`config.mk`:
```
export PLATFORM = sky130hd
export DESIGN_NAME = key_event_mapper
export DESIGN_NICKNAME = d
export VERILOG_FILES = /design/src/rtl/key_event_mapper.sv
export SDC_FILE = /design/constraint.sdc
export NUM_CORES = 1
export LEC_CHECK = 0
export CAP_MARGIN = 15
export CORE_MARGIN = 4
export CORE_UTILIZATION = 28
export CTS_CLUSTER_DIAMETER = 80
export CTS_CLUSTER_SIZE = 10
export DETAILED_ROUTE_END_ITERATION = 6
export GPL_ROUTABILITY_DRIVEN = 0
export MAX_ROUTING_LAYER = met4
export PLACE_DENSITY_LB_ADDON = 0.3
export RECOVER_POWER = 50
export REMOVE_ABC_BUFFERS = 1
export SLEW_MARGIN = 20
export SYNTH_ARGS = -nofsm -noshare
export SYNTH_HDL_FRONTEND = slang
export SYNTH_SLANG_ARGS = --single-unit
```
`constraint.sdc`:
```
create_clock -name clk -period 3.7 [get_ports clk]
set_input_delay 0.555 -clock clk [delete_from_list [all_inputs] [get_ports clk]]
set_output_delay 0.555 -clock clk [all_outputs]
set_load 0.01 [all_outputs]
```
`src/rtl/key_event_mapper.sv`:
```
// Key press/release event detector with short/long hold classification,
// mode/page code mapping and a valid/ready output FIFO.
module key_event_mapper #(
  parameter int NUM_KEYS          = 12,
  parameter int LONG_PRESS_CYCLES = 25000000,
  parameter int FIFO_DEPTH        = 4,
  parameter int CNT_W             = 25
) (
  input  logic                clk,
  input  logic                rst,
  input  logic [1:0]          mode,
  input  logic [2:0]          state,
  input  logic [NUM_KEYS-1:0] key_down,
  output logic                out_valid,
  input  logic                out_ready,
  output logic [7:0]          out_data,
  output logic                out_long,
  output logic                overflow
);

  localparam int AW = $clog2(FIFO_DEPTH);

  typedef enum logic [1:0] {IDLE, HELD, EMIT} fsm_t;

  fsm_t                fsm, fsm_next;
  logic [NUM_KEYS-1:0] key_q;
  logic                primed;
  logic [NUM_KEYS-1:0] rise;
  logic [3:0]          kidx, first_idx;
  logic                any_rise;
  logic [1:0]          mode_s;
  logic [2:0]          state_s;
  logic [CNT_W-1:0]    cnt;
  logic                long_s, long_now, key_held;
  logic [7:0]          code;
  logic                push_q, push_long;
  logic [7:0]          push_code;
  logic [8:0]          mem [FIFO_DEPTH];
  logic [AW-1:0]       wr_ptr, rd_ptr;
  logic [AW:0]         count;
  logic                full, pop, push_ok;

  function automatic logic [7:0] map_code(input logic [1:0] m, input logic [2:0] pg,
                                          input logic [3:0] k, input logic lng);
    logic [7:0] c;
    c = '0;
    case (k)
      4'd10: c = 8'h1B;
      4'd11: c = lng ? 8'h1B : 8'h08;
      4'd12: c = 8'h0D;
      default: begin
        if (k <= 4'd9) begin
          case (m)
            2'd0: begin
              if (k == 4'd9) c = 8'h20;
              else if (k >= 4'd1) begin
                case (pg)
                  3'd0: c = 8'h30 + 8'(k);
                  3'd1: c = (k == 4'd1) ? 8'h39 : (k == 4'd2) ? 8'h30 : 8'h3E + 8'(k);
                  3'd2: c = 8'h46 + 8'(k);
                  3'd3: c = 8'h4E + 8'(k);
                  3'd4: c = (k <= 4'd4) ? 8'h56 + 8'(k) : 8'h00;
                  default: c = '0;
                endcase
                if (lng && c >= 8'h41) c = c + 8'h20;
              end
            end
            2'd1: begin
              if (k == 4'd1) c = lng ? 8'h2D : 8'h2E;
              else if (k == 4'd2) c = 8'h2E;
              else if (k == 4'd9) c = 8'h82;
            end
            2'd2: begin
              if (k == 4'd1) c = 8'h80;
              else if (k == 4'd2) c = 8'h81;
            end
            default: c = '0;
          endcase
        end
      end
    endcase
    return c;
  endfunction

  // primed masks edges for one cycle after reset so keys held through reset are not seen as new presses
  always_comb begin
    rise      = key_down & ~key_q & {NUM_KEYS{primed}};
    any_rise  = |rise;
    first_idx = '0;
    for (int unsigned i = 0; i < NUM_KEYS; i++) begin
      if (rise[i] && first_idx == 4'd0) first_idx = 4'(i + 1);
    end
    key_held = |(key_down & (NUM_KEYS'(1) << (kidx - 4'd1)));
    long_now = cnt >= CNT_W'(LONG_PRESS_CYCLES);
    code     = map_code(mode_s, state_s, kidx, long_s);
  end

  always_comb begin
    fsm_next = fsm;
    case (fsm)
      IDLE:    if (any_rise) fsm_next = HELD;
      HELD:    if (!key_held) fsm_next = EMIT;
      EMIT:    fsm_next = IDLE;
      default: fsm_next = IDLE;
    endcase
  end

  assign full      = count == (AW+1)'(FIFO_DEPTH);
  assign out_valid = count != '0;
  assign pop       = out_valid & out_ready;
  assign push_ok   = push_q & (~full | pop);
  assign out_data  = out_valid ? mem[rd_ptr][7:0] : '0;
  assign out_long  = out_valid ? mem[rd_ptr][8] : 1'b0;

  always_ff @(posedge clk) begin
    if (rst) begin
      fsm       <= IDLE;
      key_q     <= '0;
      primed    <= 1'b0;
      kidx      <= '0;
      mode_s    <= '0;
      state_s   <= '0;
      cnt       <= '0;
      long_s    <= 1'b0;
      push_q    <= 1'b0;
      push_code <= '0;
      push_long <= 1'b0;
      wr_ptr    <= '0;
      rd_ptr    <= '0;
      count     <= '0;
      overflow  <= 1'b0;
    end else begin
      fsm    <= fsm_next;
      key_q  <= key_down;
      primed <= 1'b1;
      push_q <= 1'b0;
      case (fsm)
        IDLE: if (any_rise) begin
          kidx    <= first_idx;
          mode_s  <= mode;
          state_s <= state;
          cnt     <= CNT_W'(1);
        end
        HELD: begin
          if (key_held) begin
            if (!long_now) cnt <= cnt + CNT_W'(1);
          end else begin
            long_s <= long_now;
          end
        end
        EMIT: begin
          push_q    <= code != 8'h00;
          push_code <= code;
          push_long <= long_s;
        end
        default: ;
      endcase
      if (pop) rd_ptr <= rd_ptr + AW'(1);
      if (push_ok) wr_ptr <= wr_ptr + AW'(1);
      if (push_ok && !pop) count <= count + (AW+1)'(1);
      else if (pop && !push_ok) count <= count - (AW+1)'(1);
      if (push_q && full && !pop) overflow <= 1'b1;
    end
  end

  always_ff @(posedge clk) begin
    if (push_ok) mem[wr_ptr] <= {push_long, push_code};
  end

endmodule

```
# After elaboration in Yosys (flattened, before gate mapping)
# Memory sizes are Yosys's and may differ from the RTL's. A register that Yosys moved wholly into a read port is not among the register bits.
# Index checks and enable logic that the tools add are counted.
# word_totals
register_bits,68
mem_count,1
in_bits,20
wordCells,157
output_inout_bits,11
ram_bits,36
# mem_list
name,words,width,read_ports,rd_ports_with_merged_regs,write_ports,line_no,rtl
mem,4,9,1,1,1,38,logic [8:0] mem [FIFO_DEPTH];
# op_classes
n_bitwise,10
shifts,1
n_lt_le_gt_ge,5
add_sub_neg,12
n_eq_ne,19
n_mux,50
reduce_logical,44
# ops
op,n
$mux 8,16
$mux 25,3
$pmux 25 s2,1
$pmux 8 s3,2
$logic_not 4->1,11
$mux 4,10
$pmux 8 s5,1
$and 12x12->12,3
$add 25x1->25 const B,1
$ge 25x25->1 const B,1
$add 7x4->8 const A,3
$reduce_or 12->1,2
$eq 4x4->1 const B,4
$logic_and 1x1->1,16
$add 6x4->7 const A,2
$mux 7,2
$mux 2,6
$not 12->12,1
$shl 1x4->12 const A,1
$add 8x6->8 const B,1
$ge 8x7->1 const B,1
$ne 2x2->1 const B,4
$reduce_bool 8->1,1
$eq 3x2->1 const B,2
other kinds (29),46

# Longest topological paths before layout
# depth
word_depth,37
depth_mapped,13

# Worst setup path after synthesis
# OpenSTA, ideal clock, no wires.
# synth_path
path_kind,register to register
start,register kidx[2]
end,register cnt[19]
required_ns,3.641
synth_period_minus_slack_ns,3.100
t_arrival_ns,3.041
stages_incl_launch_ff,13
slack_ns,0.600
cell_sequence,dfxtp_1 -> clkbuf_1 -> buf_2 -> buf_1 -> inv_1 -> ha_1 -> a21boi_0 -> xnor2_1 -> and3_4 -> a2111oi_4 -> o21ai_2 -> or4_1 -> nand2_1
# synth_via
elab_chain_len,6
# synth_lines
element,line_no,rtl
from (decl),29,"logic [3:0] kidx, first_idx;"
from (signal assigned),139,kidx <= first_idx;
$sub 4x1->4,93,key_held = |(key_down & (NUM_KEYS'(1) << (kidx - 4'd1)));
$shl 1x4->12,93,
$and 12x12->12,93,
$reduce_or 12->1,93,
$ne 2x2->1 (no source line),n/a,
$reduce_and 4->1 (no source line),n/a,
to (signal assigned),146,if (!long_now) cnt <= cnt + CNT_W'(1);
to (decl),33,logic [CNT_W-1:0] cnt;
# No other way between the ends.
# A chain may end at the register's enable or synchronous reset.

# Worst setup path in the final report
# layout_path
start,register kidx[0]
end,register push_q
# layout_via
elab_chain_len,18
elab_cells_between_ends,38
classes_between,add/sub: 6; order compare: 4; eq/ne: 6; mux: 20; reduce/logical: 2
# layout_lines
element,line_no,rtl
$add 6x4->7 or $eq 4x2->1 (tied branches),"59, 70, 75",
$mux 7 (2 in a row),59,3'd1: c = (k == 4'd1) ? 8'h39 : (k == 4'd2) ? 8'h30 : 8'h3E + 8'(k);
$pmux 8 s5,57,case (pg)
$mux 8,56,else if (k >= 4'd1) begin
$mux 8,55,if (k == 4'd9) c = 8'h20;
$mux 8,53,case (m)
$mux 8,52,if (k <= 4'd9) begin
$mux 8,47,case (k)
$ge 8x7->1,65,if (lng && c >= 8'h41) c = c + 8'h20;
$logic_and 1x1->1,65,
$mux 8,65,
$mux 8,56,
$mux 8,55,
$pmux 8 s3,53,
$mux 8,52,
$pmux 8 s3 (*),47,
$reduce_bool 8->1 (*),152,push_q <= code != 8'h00;
to (signal assigned),125,push_q <= 1'b0;
to (signal assigned),136,push_q <= 1'b0;
to (signal assigned),152,
to (decl),36,"logic push_q, push_long;"
# Every way passes the cells marked *; elsewhere a longest branch is shown, timed or not. The select of a mux whose other input is x is not followed.

==> out/results.tsv <==
metric	value	unit
areaGrowthSynthToFinish	15.47	%
crit_chain	clkbuf_1 -> o21ai_0 -> a31oi_1 -> o21ai_0 -> or3_1 -> or2_2 -> a31oi_1 -> a311oi_1	
comb_power_share	32.5	%
status	finished, final reports clean	
die_h	145.9	µm
fin_crit	3.048	ns
wl_per_cell	14.54	µm
cts_tree	built	
leakage	2.140	nW
drtPass1Iterations	5	
syn-cell-area	5321	µm²
clockPowerShare	25.9	%
grtUsageTotal	11.83	%
async_flop_share	0	%
p_per_area	546.6	nW/µm²
p_int	2.245	mW
drc_errors	0	
yosysTopAreaCell	dfxtp_1	
crit_type	reg -> reg	
synth_flop_cell	dfxtp_1	
grt_util_met1	15.15	%
grt_pass1_wl	20240	µm
synth.area.top_cells	dfxtp_1, edfxtp_1, mux4_2	
syn-mean-instance-area	9.640	µm²
drtIter0Drc	236	
die_x	145.9	µm
hp-class	reg -> reg	
top_usage_layer	met2	
dp.cells	797	
reg2reg_slack	0.65	ns
slew_violations	0	
dieArea	21280	µm²
grt_max_degree	38	
power_switching	1.113	mW
synth-seq-cells	106	
cts_htree_levels	3	
post_cts_buffers	0	
initial_core_util	28.45	%
timing.fmax	328.1	MHz
worstSetupStartpointType	register	
io-pin-count	31	
drive_above_1_share	7.427	%
ys_types	64	
final_util	32.85	%
setup_viol	0	
syn_inst	552	
portBuffers	30	
place_worst_setup_slack	0.5250	ns
hold_violations	0	
finalNonFillerCells	813	
grt_use_met2	18.77	%
fin_skew	0.006762	ns
maxCapViolCount	0	
fin_ws	0.6523	ns
num_rows	50	
clkSlewWorstSetupHoldPaths	0.07	ns
cp.arrival	3.26	ns
clk_path_buf_depth	2	
ir_drop	0.0002512	V
clock_latency	0.35	ns
postCtsHoldBufs	0	
tightest_slew	0.7304	ns
swShare	33.15	%
synth_top_cell_area_share	26.33	%
finalCritPeriodShare	82.37	%
core	18710	µm²
antenna_cells	0	
yosysWarnings	0	
seqPwrFrac	41.5	%
met3_usage	3.083	%
vias_per_cell	5.055	
cp.required	3.91	ns
final_nets	608	
synth_seq_area_share	46.65	%
synth_edf_count	36	
antenna_found_initial	0	
max_slew_margin	51.21	%
holdWs	0.4675	ns
cts_sinks	106	
dpl.hpwl	8394	µm
reg2regPathDepth	8	
root_buffer	clkbuf_16	
worstReg2RegStart	kidx[0]$_SDFFE_PP0P_	
vias	4110	
max_stage_delay	0.54	ns
setup.worst_path.start	kidx[0]$_SDFFE_PP0P_	
cts_buffers	9	
ys_top_cells_by_count	dfxtp_1, nor2_1, nand2_1	
worstSetupEndpointType	register	
crit_end	push_q$_SDFF_PP0_	
r2r_end	push_q$_SDFF_PP0_	
grt_overflow	0	
cp_max_fo	16	
antenna_left	0	
wirelength	11820	µm
grt_pass1_vias	3962	
rsz0062_at_grt	no	
cpMaxStageDelayCell	clkbuf_1	
yosysMostFrequentCell	dfxtp_1	
ctsResizeCount	0	
sequential cells by signal (all words and copies together) (netlist names), named ones only:
signal	cells
rd_ptr	2
wr_ptr	2
count	3
overflow	1
push_q	1
push_long	1
push_code	8
kidx	4
long_s	1
mem	36
state_s	3
primed	1
cnt	25
fsm	2
key_q	12
mode_s	2
final cells by class:
| class | count | area [µm²] |
|---|---|---|
| inverters | 24 | 90.09 |
| repair buffers | 40 | 371.6 |
| multi-input cells | 393 | 2644 |
| flip-flops and latches | 106 | 2482 |
| clock inverters | 5 | 31.28 |
| clock buffers | 11 | 232.7 |
| fillers | 1903 | 12560 |
| well taps | 234 | 292.8 |
logic make-up after synthesis:
group,synth area share (%)
fa+ha+maj,3.433
mux,5.972
buf+inv,3.903
simple gates,20.27
xor+xnor,3.786
compound gates,15.99
flops,46.65
layout by cell type, fill, tap and decap left out, drive strengths merged, types with 6 or more instances in the layout:
cell type | Yosys | routed
mux4 | 10 | 10
dfxtp | 70 | 70
o211ai | 11 | 11
o31ai | 6 | 6
a21oi | 24 | 24
nand2b | 9 | 9
a31oi | 6 | 6
inv | 24 | 24
or4 | 6 | 6
and2 | 16 | 16
nand3 | 13 | 13
nor3 | 10 | 10
clkdlybuf4s50 | 0 | 27
xnor2 | 7 | 7
o21ai | 37 | 37
nand2 | 37 | 37
nand4 | 8 | 8
buf | 8 | 9
nor2 | 59 | 59
nor2b | 25 | 25
clkbuf | 21 | 12
and3 | 9 | 9
xor2 | 16 | 16
edfxtp | 36 | 36
ha | 13 | 13
mux2i | 7 | 7
or3 | 8 | 8
critical path: cells and delay by family (launching register included):
kind,cells,cell delay [ns]
AOI/OAI and AO/OA,5,1.12
and+or+nand+nor,2,0.78
buffers and inverters,1,0.54
DFF,1,0.46
per-stage QoR:
stage               power (mW)  TNS, ns  instance area (µm²)
detailed placement       2.517        0                 5884
floorplan                2.110   -2.719                 5204
finish                   3.359        0                 6145
global route             3.588        0                 6145
CTS                      3.399        0                 6148
global placement         2.495        0                 5884
power by group through the flow:
stage	clock network (mW)	logic [mW]	registers (mW)
floorplan	0	0.691	1.42
global placement	0	1.08	1.42
detailed placement	0	1.09	1.42
CTS	0.903	1.10	1.40
global route	0.961	1.21	1.41
finish	0.871	1.09	1.39
layer usage:
metal / wire length, µm / vias up
met5: 0 / -
met4: 130 / 0
met3: 469 / 10
met2: 5596 / 82
met1: 5623 / 1972
li1: - / 2046
worst min path at each step:
stage / from / end / slack (ns) / cells after the start
after floorplan: push_q$_SDFF_PP0_ / overflow$_SDFFE_PP0P_ / 0.45 / 2
after CTS: overflow$_SDFFE_PP0P_ / overflow$_SDFFE_PP0P_ / 0.48 / 2
final: overflow$_SDFFE_PP0P_ / overflow$_SDFFE_PP0P_ / 0.47 / 2
after global routing: push_q$_SDFF_PP0_ / overflow$_SDFFE_PP0P_ / 0.53 / 2
after detailed placement: overflow$_SDFFE_PP0P_ / overflow$_SDFFE_PP0P_ / 0.46 / 2
after global placement: overflow$_SDFFE_PP0P_ / overflow$_SDFFE_PP0P_ / 0.46 / 2
Power figures use the tool's default switching activity.
